$ cat config.mk
export PLATFORM = sky130hd
export DESIGN_NAME = ex_mdu_flat
export DESIGN_NICKNAME = d
export VERILOG_FILES = /design/src/rtl/ex_mdu_if.sv /design/src/rtl/ex_mdu.sv /design/src/flat_wrapper.sv
export SDC_FILE = /design/constraint.sdc
export NUM_CORES = 1
export LEC_CHECK = 0
export ABC_AREA = 1
export CAP_MARGIN = 20
export CORE_ASPECT_RATIO = 0.5
export CORE_MARGIN = 5
export CORE_UTILIZATION = 45
export CTS_BUF_LIST = sky130_fd_sc_hd__clkbuf_8
export DETAILED_ROUTE_END_ITERATION = 8
export HOLD_SLACK_MARGIN = 0.02
export PLACE_DENSITY_LB_ADDON = 0.12
export SKIP_CTS_REPAIR_TIMING = 1
export SLEW_MARGIN = 20
export SYNTH_ARGS = -nofsm -noshare
export SYNTH_HDL_FRONTEND = slang
export SYNTH_SLANG_ARGS = --single-unit
$ cat constraint.sdc
create_clock -name clk -period 3.1 [get_ports clk]
set_input_delay 0.62 -clock clk [delete_from_list [all_inputs] [get_ports clk]]
set_output_delay 0.62 -clock clk [all_outputs]
set_load 0.01 [all_outputs]
$ cat src/rtl/ex_mdu_if.sv
// Request/response bundle for the multiply/divide unit; slave is the unit, master the issuing pipeline.
// Parameters must match the ex_mdu instance attached to it.
interface ex_mdu_if #(
   parameter int XLEN  = 32,
   parameter int TAG_W = 5
);
   logic             req_valid_i;
   logic             req_ready_o;
   logic [2:0]       fun3_i;
   logic [XLEN-1:0]  op1_i;
   logic [XLEN-1:0]  op2_i;
   logic [TAG_W-1:0] tag_i;
   logic             flush_i;
   logic             resp_valid_o;
   logic             resp_ready_i;
   logic [XLEN-1:0]  result_o;
   logic [TAG_W-1:0] tag_o;

   modport slave (
      input  req_valid_i, fun3_i, op1_i, op2_i, tag_i, flush_i, resp_ready_i,
      output req_ready_o, resp_valid_o, result_o, tag_o
   );

   modport master (
      output req_valid_i, fun3_i, op1_i, op2_i, tag_i, flush_i, resp_ready_i,
      input  req_ready_o, resp_valid_o, result_o, tag_o
   );
endinterface

$ cat src/rtl/ex_mdu.sv
// Iterative RV M-extension unit: shift-add multiply / restoring divide, XLEN+1 cycle latency (1 for div-by-zero/overflow).
// One op in flight; result held in DONE until resp_ready_i, req_ready_o only in IDLE; flush_i kills from any state.
module ex_mdu #(
   parameter int XLEN  = 32,
   parameter int TAG_W = 5
) (
   input  logic     clk,
   input  logic     rst_n,
   ex_mdu_if.slave  bus
);
   typedef enum logic [1:0] {IDLE, CALC, DONE} state_t;

   localparam logic [5:0]      LAST_IT = 6'(XLEN - 1);
   localparam logic [XLEN-1:0] MIN_NEG = {1'b1, {(XLEN-1){1'b0}}};

   state_t            state_q, state_d;
   logic [5:0]        cnt_q, cnt_d;
   logic [2:0]        fun3_q, fun3_d;
   logic [TAG_W-1:0]  tag_q, tag_d;
   logic              qneg_q, qneg_d;
   logic              rneg_q, rneg_d;
   logic [XLEN-1:0]   b_q, b_d;
   logic [XLEN-1:0]   result_q, result_d;
   logic [2*XLEN-1:0] acc_q, acc_d;

   logic              accept, s1, s2, n1, n2, div0, ovf, last, div_ge;
   logic [XLEN-1:0]   op1_mag, op2_mag, div_rem, quo, rem, mul_hi, mul_lo, prod_hi;
   logic [XLEN:0]     mul_sum, div_top;
   logic [2*XLEN-1:0] mul_nx, div_nx;

   assign accept  = bus.req_valid_i && (state_q == IDLE) && !bus.flush_i;
   assign s1      = bus.fun3_i inside {3'd1, 3'd2, 3'd4, 3'd6};
   assign s2      = bus.fun3_i inside {3'd1, 3'd4, 3'd6};
   assign n1      = s1 && bus.op1_i[XLEN-1];
   assign n2      = s2 && bus.op2_i[XLEN-1];
   assign op1_mag = n1 ? -bus.op1_i : bus.op1_i;
   assign op2_mag = n2 ? -bus.op2_i : bus.op2_i;
   assign div0    = bus.fun3_i[2] && (bus.op2_i == '0);
   assign ovf     = ((bus.fun3_i == 3'd4) || (bus.fun3_i == 3'd6)) &&
                    (bus.op1_i == MIN_NEG) && (bus.op2_i == '1);
   assign last    = (cnt_q == LAST_IT);

   // acc holds {product_hi, multiplier} for MUL* and {remainder, dividend/quotient} for DIV*
   assign mul_sum = {1'b0, acc_q[2*XLEN-1:XLEN]} + (acc_q[0] ? {1'b0, b_q} : '0);
   assign mul_nx  = {mul_sum, acc_q[XLEN-1:1]};
   assign div_top = acc_q[2*XLEN-1:XLEN-1];
   assign div_ge  = div_top >= {1'b0, b_q};
   assign div_rem = div_top[XLEN-1:0] - b_q;
   assign div_nx  = {(div_ge ? div_rem : div_top[XLEN-1:0]), acc_q[XLEN-2:0], div_ge};
   assign quo     = div_nx[XLEN-1:0];
   assign rem     = div_nx[2*XLEN-1:XLEN];
   assign mul_hi  = mul_nx[2*XLEN-1:XLEN];
   assign mul_lo  = mul_nx[XLEN-1:0];
   // High half of the two's-complement negated product: ~hi plus the carry out of ~lo+1
   assign prod_hi = qneg_q ? (~mul_hi + XLEN'(mul_lo == '0)) : mul_hi;

   always_ff @(posedge clk or negedge rst_n) begin
      if (!rst_n) begin
         state_q <= IDLE;
      end else begin
         state_q <= state_d;
      end
   end

   always_comb begin
      state_d = state_q;
      case (state_q)
         IDLE:    if (accept) state_d = (div0 || ovf) ? DONE : CALC;
         CALC:    if (last) state_d = DONE;
         DONE:    if (bus.resp_ready_i) state_d = IDLE;
         default: state_d = IDLE;
      endcase
      if (bus.flush_i) state_d = IDLE;
   end

   always_comb begin
      bus.req_ready_o  = (state_q == IDLE);
      bus.resp_valid_o = (state_q == DONE);
      bus.result_o     = result_q;
      bus.tag_o        = tag_q;
   end

   always_comb begin
      cnt_d    = cnt_q;
      fun3_d   = fun3_q;
      tag_d    = tag_q;
      qneg_d   = qneg_q;
      rneg_d   = rneg_q;
      b_d      = b_q;
      acc_d    = acc_q;
      result_d = result_q;
      if (accept) begin
         cnt_d  = '0;
         fun3_d = bus.fun3_i;
         tag_d  = bus.tag_i;
         qneg_d = n1 ^ n2;
         rneg_d = n1;
         b_d    = op2_mag;
         acc_d  = {{XLEN{1'b0}}, op1_mag};
         if (div0)     result_d = bus.fun3_i[1] ? bus.op1_i : '1;
         else if (ovf) result_d = bus.fun3_i[1] ? '0 : bus.op1_i;
      end else if (state_q == CALC) begin
         cnt_d = cnt_q + 6'd1;
         acc_d = fun3_q[2] ? div_nx : mul_nx;
         if (last) begin
            if (fun3_q[2] && fun3_q[1])  result_d = rneg_q ? -rem : rem;
            else if (fun3_q[2])          result_d = qneg_q ? -quo : quo;
            else if (fun3_q == 3'd0)     result_d = mul_lo;
            else                         result_d = prod_hi;
         end
      end
   end

   always_ff @(posedge clk or negedge rst_n) begin
      if (!rst_n) begin
         cnt_q    <= '0;
         fun3_q   <= '0;
         tag_q    <= '0;
         qneg_q   <= 1'b0;
         rneg_q   <= 1'b0;
         b_q      <= '0;
         acc_q    <= '0;
         result_q <= '0;
      end else begin
         cnt_q    <= cnt_d;
         fun3_q   <= fun3_d;
         tag_q    <= tag_d;
         qneg_q   <= qneg_d;
         rneg_q   <= rneg_d;
         b_q      <= b_d;
         acc_q    <= acc_d;
         result_q <= result_d;
      end
   end
endmodule

$ cat src/flat_wrapper.sv
// flat-port wrapper written by rule: the top's interface ports become plain ports
module ex_mdu_flat 
#(
   parameter int XLEN  = 32,
   parameter int TAG_W = 5
)
  (clk, rst_n, bus_req_valid_i, bus_fun3_i, bus_op1_i, bus_op2_i, bus_tag_i, bus_flush_i, bus_resp_ready_i, bus_req_ready_o, bus_resp_valid_o, bus_result_o, bus_tag_o);
  ex_mdu_if #(.XLEN(XLEN), .TAG_W(TAG_W)) bus_i ();
  input  logic clk;
  input  logic rst_n;
  input wire logic [$bits(bus_i.req_valid_i)-1:0] bus_req_valid_i;
  input wire logic [$bits(bus_i.fun3_i)-1:0] bus_fun3_i;
  input wire logic [$bits(bus_i.op1_i)-1:0] bus_op1_i;
  input wire logic [$bits(bus_i.op2_i)-1:0] bus_op2_i;
  input wire logic [$bits(bus_i.tag_i)-1:0] bus_tag_i;
  input wire logic [$bits(bus_i.flush_i)-1:0] bus_flush_i;
  input wire logic [$bits(bus_i.resp_ready_i)-1:0] bus_resp_ready_i;
  output wire logic [$bits(bus_i.req_ready_o)-1:0] bus_req_ready_o;
  output wire logic [$bits(bus_i.resp_valid_o)-1:0] bus_resp_valid_o;
  output wire logic [$bits(bus_i.result_o)-1:0] bus_result_o;
  output wire logic [$bits(bus_i.tag_o)-1:0] bus_tag_o;
  assign bus_i.req_valid_i = bus_req_valid_i;
  assign bus_i.fun3_i = bus_fun3_i;
  assign bus_i.op1_i = bus_op1_i;
  assign bus_i.op2_i = bus_op2_i;
  assign bus_i.tag_i = bus_tag_i;
  assign bus_i.flush_i = bus_flush_i;
  assign bus_i.resp_ready_i = bus_resp_ready_i;
  assign bus_req_ready_o = bus_i.req_ready_o;
  assign bus_resp_valid_o = bus_i.resp_valid_o;
  assign bus_result_o = bus_i.result_o;
  assign bus_tag_o = bus_i.tag_o;
  ex_mdu #(.XLEN(XLEN), .TAG_W(TAG_W)) u_core (.clk(clk), .rst_n(rst_n), .bus(bus_i));
endmodule
==> metrics.txt <==
Max-cap violations=0; GR Overflow Total=0; post-synthesis sequential area ratio=19.9%; Final Max Slew Viols=0; Initial Util=45.5%; clock sink count=146; Cells after Synth=3221; Max FO, Critical Path=3; Worst Tran Pin Value=0.952 ns; wire length on met1=39.0 mm; Vias=24900; DR top layer=met4; synthesized net count=3372; Synth Flop Type=dfrtp_1; outcome=finished, violations left; worst rel slew slack=36.5%; Clk pin slew, worst setup/hold paths=0.10 ns; CTS root buffer=clkbuf_8; critical path capture point type=flip-flop; crit-path most repeated cell=nand2_1; chip width=296 um; # IOs=116; drt initial violations=2999; Min Clock Period, post-route=3.63 ns; first-pass GRT wire length=127 mm; Max clock buf depth=2; RSZ-0062 raised after global routing=yes; Tot GR Track Use=36.1%; Num CTS Buffers=17; DPL Wire Length=68.0 mm; Leak=14.3 nW; clock skew=0.0253 ns; diode count=0; CP required=3.52 ns; metal3 WL=11.5 mm; number of global-route vias before repair=22000; insertion delay to the later sink of the worst-skew pair=0.53 ns; Rows=52; DRC Markers=0; Worst setup SP type=flip-flop; met2 wire length=35.5 mm; WL/cell=19.5 um; CTS tree=done; HP Class=in2async; hold_ws=0.0543 ns; vias per inst=5.51; Yosys reg bits=146; final worst path period share=117%; final WL=87.9 mm; CP max stage delay=0.40 ns; final instance area=28100 sq um; initial antenna violation count=1; syn_area_per_cell=5.70 sq um; fmax=276 MHz; layout cell share with drive strength beyond 1=32.7%; Die Ht=153 um; Ys Warns=0; PwrDens=1210 nW/um^2; CORE AREA=40300 sq um; routability cong.=1.02; nets=4107; P&R area growth vs syn=53.0%; WS Path Type=reg2reg; largest net degree at the start of global routing=63; Area after DPL=25300 sq um; Post-DRT Antenna Nets=0; violated checks=setup timing; final worst slack=-0.529 ns; Unique masters post-synth=63; Final Hold Viols=0; iteration count of the initial detailed-routing pass=9; final setup vio count=31; htree depth=4; Cell Area, Synth=18400 sq um; Post-synth EDFFs=0; Tot Pwr=34.0 mW; Peak VDD IR=0.550 mV; I/O Buffers=115; Synth async-reset ratio=100%; Critical Path AT=4.05 ns; Die ar.=45200 sq um; Crit-path slowest cell=dfrtp_1
critical path: cells and delay by family (launching register included):
family | cells | cell delay (ns)
buf+inv | 6 | 0.47
flops | 1 | 0.40
simple gates | 19 | 2.05
fa+ha+maj | 2 | 0.33
compound gates | 2 | 0.25
sequential cells by signal, indices dropped and copies added, names as in the netlist:
name and count:
u_core.fun3_q 3, u_core.state_q 2, u_core.bus.tag_o 5, u_core.bus.result_o 32
u_core.acc_q 64, u_core.b_q 32, u_core.rneg_q 1, u_core.qneg_q 1
u_core.cnt_q 6
metal layers:
metal,GRT usage (%),vias to the layer above
met5,0,-
met1,55.4,11600
met2,49.7,1283
met3,11.2,114
met4,6.96,0
li1,-,11800
layout by cell type (no fill, tap or decap), types with 110 or more instances in the layout:
cell and instances:
nor2_1 266, nand2_1 887, a21oi_1 129, buf_4 677, nand2_2 138, inv_1 391, o21ai_0 247, dfrtp_1 131
clkdlybuf4s50_1 110, nand3_1 173
synthesized netlist by cell type (all sizes together) (2+ instances only):
library cell / number / area (sq um)
clkbuf: 82 / 308
buf: 31 / 228
ha: 72 / 901
inv: 451 / 1690
fa: 2 / 40.0
dfrtp: 146 / 3650
and2: 4 / 25.0
nor3: 49 / 262
nand2: 1054 / 4090
a32o: 2 / 20.0
nor2: 351 / 1410
a31oi: 4 / 25.0
a21boi: 16 / 120
xnor2: 20 / 175
o21ai: 312 / 1610
o31ai: 8 / 60.1
nand3b: 10 / 75.1
or2: 20 / 125
o22ai: 20 / 125
clkinv: 5 / 18.8
a221oi: 2 / 17.5
nand4: 42 / 263
a2bb2oi: 4 / 35.0
nand3: 219 / 1160
o211ai: 12 / 90.1
nor4: 12 / 75.1
a21oi: 156 / 788
o221ai: 12 / 105
xor2: 58 / 516
a22oi: 22 / 165
o21a: 7 / 52.6
o21bai: 9 / 71.3
through the flow:
step	setup TNS, ns	utilization [%]	cells	setup slack, ns
3_3_place_gp	-71.87	62.6	4427	-1.90
6_report	-12.07	69.6	4509	-0.529
3_5_place_dp	-38.27	62.6	4428	-1.03
5_1_grt	-20.39	69.6	4509	-0.810
4_1_cts	-27.47	63.6	4460	-1.05
2_1_floorplan	-0.0118	-	3221	-0.00789
power breakdown:
part           total [mW]  switching, mW  leakage (nW)  internal [mW]
combinational        29.0           16.7          12.3           12.3
clock                1.59          0.936         0.191          0.656
sequential           3.41          0.726          1.77           2.68
path summary, 6_finish.rpt:
path | from | to | slack [ns] | cells after the start
hold reg to reg | u_core.bus.tag_o[1]$_DFFE_PN0P_ | u_core.bus.tag_o[1]$_DFFE_PN0P_ | 0.49 | 2
min in group clk | u_core.bus.tag_o[1]$_DFFE_PN0P_ | u_core.bus.tag_o[1]$_DFFE_PN0P_ | 0.49 | 2
setup reg to reg | u_core.acc_q[8]$_DFFE_PN0P_ | u_core.bus.result_o[26]$_DFFE_PN0P_ | -0.53 | 29
max in group asynchronous | rst_n | u_core.bus.result_o[20]$_DFFE_PN0P_ | 2.28 | 2
setup / recovery | u_core.acc_q[8]$_DFFE_PN0P_ | u_core.bus.result_o[26]$_DFFE_PN0P_ | -0.53 | 29
hold / removal | rst_n | u_core.bus.tag_o[3]$_DFFE_PN0P_ | 0.05 | 1
cell type report:
cell class,instances,area [sq um]
Clock buffer,17,234
Sequential cell,146,3670
Timing Repair Buffer,829,6870
Fill cell,3620,12300
Clock inverter,15,145
Inverter,456,1720
Tap cell,540,676
Multi-Input combinational cell,2506,14800
kinds of logic (layout without fill, tap and decap cells):
group	after synthesis	in the layout	share of synthesized area, %
adder cells (fa/ha/maj)	74	74	5.13
XOR/XNOR	78	78	3.76
buffers and inverters	569	1317	12.2
AND/OR/NAND/NOR	1762	1762	40.8
AO/OA/AOI/OAI	592	592	18.2
flip-flops	146	146	19.9
(Power assumes the default switching activity.)
